<file path="src/rtl/data_ram_ctrl.sv">
// Data-memory controller: 256x8 RAM behind a four-state access FSM with
// programmable wait states, a one-cycle ready pulse and a held read register.
module data_ram_ctrl #(
  parameter int unsigned WAIT_CYCLES = 2
) (
  input  logic       clk,
  input  logic       reset,
  input  logic [7:0] addr,
  input  logic [7:0] wdata,
  input  logic       rd,
  input  logic       wr,
  output logic [7:0] rdata,
  output logic       ready,
  output logic       busy,
  output logic       err
);

  typedef enum logic [1:0] {IDLE, WAIT, ACCESS, DONE} state_t;

  state_t     state;
  logic [3:0] cnt;
  logic [7:0] addr_q;
  logic [7:0] wdata_q;
  logic       op_wr;
  logic [7:0] mem [256];
  logic       ram_we;

  // RAM has no reset; a write only fires from ACCESS, so reset drops it.
  assign ram_we = (state == ACCESS) && op_wr;

  always_ff @(posedge clk) begin
    if (ram_we) mem[addr_q] <= wdata_q;
  end

  always_ff @(posedge clk or posedge reset) begin
    if (reset) begin
      state   <= IDLE;
      cnt     <= '0;
      addr_q  <= '0;
      wdata_q <= '0;
      op_wr   <= 1'b0;
      rdata   <= '0;
      ready   <= 1'b0;
      busy    <= 1'b0;
      err     <= 1'b0;
    end else begin
      ready <= 1'b0;
      err   <= 1'b0;
      case (state)
        IDLE: begin
          if (rd && wr) begin
            err <= 1'b1;
          end else if (rd || wr) begin
            addr_q  <= addr;
            wdata_q <= wdata;
            op_wr   <= wr;
            cnt     <= 4'(WAIT_CYCLES);
            busy    <= 1'b1;
            state   <= WAIT;
          end
        end
        // WAIT always spends WAIT_CYCLES+1 cycles so latency is WAIT_CYCLES+2.
        WAIT: begin
          if (cnt == '0) state <= ACCESS;
          else           cnt   <= cnt - 4'd1;
        end
        ACCESS: begin
          if (!op_wr) rdata <= mem[addr_q];
          ready <= 1'b1;
          state <= DONE;
        end
        DONE: begin
          busy  <= 1'b0;
          state <= IDLE;
        end
        default: state <= IDLE;
      endcase
    end
  end

endmodule
</file>
<file path="config.mk">
export PLATFORM = sky130hd
export DESIGN_NAME = data_ram_ctrl
export DESIGN_NICKNAME = d
export VERILOG_FILES = /design/src/rtl/data_ram_ctrl.sv
export SDC_FILE = /design/constraint.sdc
export NUM_CORES = 2
export LEC_CHECK = 0
export BUFFER_PORTS_ARGS = -buffer_cell sky130_fd_sc_hd__buf_2
export CAP_MARGIN = 20
export CORE_MARGIN = 5
export CORE_UTILIZATION = 30
export CTS_CLUSTER_SIZE = 28
export DETAILED_ROUTE_END_ITERATION = 8
export GPL_TIMING_DRIVEN = 1
export PLACE_DENSITY_LB_ADDON = 0.2
export SKIP_CTS_REPAIR_TIMING = 1
export SLEW_MARGIN = 10
export SYNTH_ARGS = -nofsm -noshare
export SYNTH_HDL_FRONTEND = slang
export SYNTH_SLANG_ARGS = --single-unit
</file>
<file path="constraint.sdc">
create_clock -name clk -period 5.8 [get_ports clk]
set_clock_uncertainty 0.15 [all_clocks]
set_input_delay 0.87 -clock clk [delete_from_list [all_inputs] [get_ports clk]]
set_output_delay 0.87 -clock clk [all_outputs]
set_load 0.02 [all_outputs]
</file>
Yosys cells after proc, flatten, opt, wreduce, memory -nomap -nowiden. Memories as Yosys holds them, arrays and structs flattened. A register that Yosys moved wholly into a read port is not among the register bits. Index checks and enable logic that the tools add are counted.

Mux-type cells: 16. Bitwise operators: 2. Reduce and logical (&&, ||, !) cells: 12. Equal/unequal tests: 7. Add/sub/neg operators: 1.

Operators with widths (count): 4-bit two-way mux (3); 3-bit AND reduction (3); 2-bit != test, second input constant (4); 2-bit case mux with 4 select lines (1); 4-bit case mux with 2 select lines (1); 1-bit two-way mux (7); 2-bit two-way mux (3); 2-bit equality test, second input constant (2); 4-bit logical NOT (1); 4-bit AND reduction (1); 2-bit nonzero test (2); 4-bit by 1-bit subtractor with 4-bit output, second input constant (1); 2-bit by 1-bit equality test with 1-bit output, second input constant (1); 1-bit logical AND (2); 2-bit logical NOT (1); 1-bit inverter (2); 1-bit case mux with 2 select lines (1); 2-bit AND reduction (1); 1-bit logical OR (1).

Memories: 1. Output and inout bits: 11. Input port bits: 20. RAM bits: 2048. Register bits: 26.

Memories: mem (words 256, width 8, rd ports 1, clocked after Yosys merged registers in 1, write ports 1, RTL line 25) `logic [7:0] mem [256];`.

Longest topological paths before layout.
Depth after elaboration: 4. Mapped depth: 12. Gate-level depth less buffers: 8.

Worst setup path before layout. No wires, ideal clock.

Path type: register -> register. Start: reg wdata_q[0]. End: mem mem[0][0], data pin. Setup slack: 1668 ps. Buffers on the path: 0. Period minus slack after synthesis: 4132 ps. Setup time: 803 ps. Cell stages (with the launch flop): 1. Arrival: 3179 ps. Cell sequence: dfrtp_1.

RTL lines: start: declaration (RTL line 23) `logic [7:0] wdata_q;`; start signal: assignment (RTL line 55) `wdata_q <= wdata;`; end: declaration (RTL line 25).

No word-level cell before the write port.

==> reports/results.txt <==
Fillers - 25200
GP Congestion - 0.815
Number of global-route vias before repair - 41600
Dpl hpwl - 151000 microns
IO buf count - 30
Crit share post-route - 80.5%
Final Slew Violations - 0
Die height - 530 microns
Area contributors post-synth - edfxtp_1, mux4_2, nor2_1
Die X - 530 microns
Maximum vdd drop - 0.455 mV
Final wirelength - 243000 microns
Synth warn - 0
P_sw - 16.6 mW
Critical Path Start Type - flip-flop
Critical Path AT - 5250 ps
PwrDens - 519 nW/um^2
Num CTS Buffers - 216
Yosys reg bits - 2082
Drt drc - 0
Worst path required time - 6380 ps
Starting Density - 30.1%
Unrepaired setup endpoints after global routing - no
Post-synthesis cell count - 3887
R2r worst-path depth - 8
GRT Residual Overflow - 0
Status - finished, final reports clean
Gr usage total - 17.1%
IO Count - 31
Register area share after synthesis - 76.8%
Top cell type's share of synthesized area - 75.8%
Clk pwr share - 28.6%
Clock Root Buffer - clkbuf_16
Multi-input logic area - 17500 sq um
Setup violators final - 0
Post-synth EDFFs - 2048
Crit Path Max Fanout - 106
CTS Buffer Depth - 3
Top post-synthesis cells by count - edfxtp_1, mux4_2, nor2_1
Clock Sinks - 2082
Hold Crit Depth - 2
Logic gate share of total power - 30.2%
Slew HR - 13.6%
CP max stage cell - a2111oi_1
Site Rows - 191
Layout cells sized above 1 - 25.9%
Die area - 281000 sq um
Layout area overhead - 15.1%
Max-Cap Viols - 0
Crit path top cell by count - o22ai_1
WL/cell - 31.0 microns
Worst-Margin Slew - 1300 ps
Type of the worst setup path - reg2reg
First-pass GRT wire length - 340000 microns
Sw frac - 34.3%
Initial antenna violation count - 7
Largest net degree at the start of global routing - 173
CP max stage delay - 1010 ps
Cells after DPL - 7441
# H-tree levels - 4
HP Class - in2reg
Leak - 28.7 nW
Max Fclk - 214 MHz
Fin nets - 4124
Net Count, Synth - 3914
Mapped Area - 81200 sq um
Crit-path cells - buf_12 > nand2_1 > o22ai_1 > or3_1 > nand3_1 > a2111oi_1 > buf_4 > o22ai_1
Post-Layout Cell Count - 7859
Routed Antenna Nets - 0
Total Power - 48.5 mW
Clock period minus worst slack - 4670 ps
Sequential share of power - 41.2%
1st-pass router iterations - 5
Worst-skew pair later-pin latency - 860 ps
Synth Flop Type - edfxtp_1
Register area - 62400 sq um
TritonCTS clock tree - built
DRT iter0 DRCs - 4117
Cell-internal power - 31.8 mW
CTS clk-pin slew, worst paths - 60 ps
Final setup TNS - 0 ps
Synth unique cells - 84
Endpoint type of the worst setup path - flip-flop
Core area - 270000 sq um
Drt via density - 5.15
Endpoints failing hold - 0
Post-synth ARST share - 1.63%
Avg Cell Area, Syn - 20.9 sq um
Most numerous cell in the Yosys netlist - edfxtp_1
Synth area leader - edfxtp_1
Via count - 40500
placed cells by master, fill, tap and decap left out, types with 9 or more instances in the layout:
master | synthesis | layout
edfxtp_1 | 2048 | 2048
mux4_2 | 482 | 482
nor2_1 | 304 | 294
clkbuf_16 | 0 | 219
buf_4 | 49 | 162
nand2_1 | 160 | 150
mux2i_1 | 93 | 93
a22oi_1 | 74 | 74
clkinv_1 | 1 | 47
clkbuf_1 | 71 | 47
clkinv_2 | 0 | 46
o22ai_1 | 44 | 44
nor3_1 | 40 | 39
mux2_2 | 36 | 36
buf_2 | 71 | 32
o21ai_0 | 26 | 26
buf_12 | 2 | 24
a211oi_1 | 24 | 22
a21oi_1 | 22 | 22
nand3_1 | 21 | 21
bufinv_16 | 0 | 21
dfrtp_1 | 34 | 20
and3_1 | 18 | 18
a22o_1 | 15 | 15
a32o_1 | 13 | 13
dfrtp_4 | 0 | 13
nor2b_1 | 15 | 11
nand2b_1 | 11 | 11
a31oi_1 | 11 | 11
o211ai_1 | 11 | 11
nand4_1 | 10 | 10
nor4_1 | 10 | 10
nand2_2 | 0 | 10
o221ai_1 | 9 | 9
inv_1 | 11 | 9
cells by family after synthesis:
family                   share of synthesized area (%)
AO/OA/AOI/OAI                                     2.89
adder cells (fa/ha/maj)                          0.108
buffers and inverters                             1.78
flip-flops                                        76.8
multiplexers                                      15.0
AND/OR/NAND/NOR                                   3.39
registers in the layout (all words and copies together) (netlist names):
register,flops
mem,2048
addr_q,8
rdata,8
wdata_q,8
cnt,4
state,2
busy,1
err,1
op_wr,1
ready,1
cell type report:
class,instances,share of cell area [%]
clock inverters,135,1.49
clock buffers,269,6.10
multi-input cells,1560,18.7
flip-flops and latches,2082,66.8
diodes,6,0.0161
well taps,3570,4.78
inverters,14,0.0589
repair buffers,223,2.07
through the flow:
stage | setup WS (ps) | cell area (sq um) | hold slack, ps | utilization (%)
after floorplan | 1670 | 81200 | 335 | -
after global placement | 1210 | 86100 | 337 | 31.9
after detailed placement | 1270 | 86300 | 355 | 31.9
after CTS | 1230 | 93300 | -59.2 | 34.6
after global routing | 1130 | 93400 | 35.2 | 34.6
final | 1130 | 93400 | 95.0 | 34.6
worst max-delay path: cells and delay by family (launching register included):
family,cells,cell delay (ps)
DFF,1,870
AOI/OAI and AO/OA,3,1360
and+or+nand+nor,3,1100
buffers and inverters,2,770
layer usage:
layer	global-route usage, %	share of wire, %	vias up
li1	-	-	16600
met1	24.0	44	22300
met2	27.2	47	1256
met3	2.81	5.6	307
met4	5.58	3.2	0
met5	0	0	-
path summary, 6_finish.rpt:
| kind | from | end | slack [ps] |
|---|---|---|---|
| max | addr_q[3]$_DFFE_PP0P_ | rdata[3]$_DFFE_PP0P_ | 1130 |
| max reg2reg | addr_q[3]$_DFFE_PP0P_ | rdata[3]$_DFFE_PP0P_ | 1130 |
| min in group asynchronous | reset | wdata_q[5]$_DFFE_PP0P_ | 560 |
| max in group asynchronous | reset | addr_q[5]$_DFFE_PP0P_ | 4380 |
| min | wdata[4] | wdata_q[4]$_DFFE_PP0P_ | 90 |
| min reg2reg | busy$_DFFE_PP0P_ | busy$_DFFE_PP0P_ | 370 |
power groups by stage:
stage	logic [mW]	clock network (mW)	registers (mW)
detailed placement	14.8	0	20.3
floorplan	7.90	0	20.9
global placement	14.7	0	20.3
global route	15.3	14.8	20.0
CTS	14.8	14.2	20.0
finish	14.6	13.9	20.0
(Power assumes the default switching activity.)
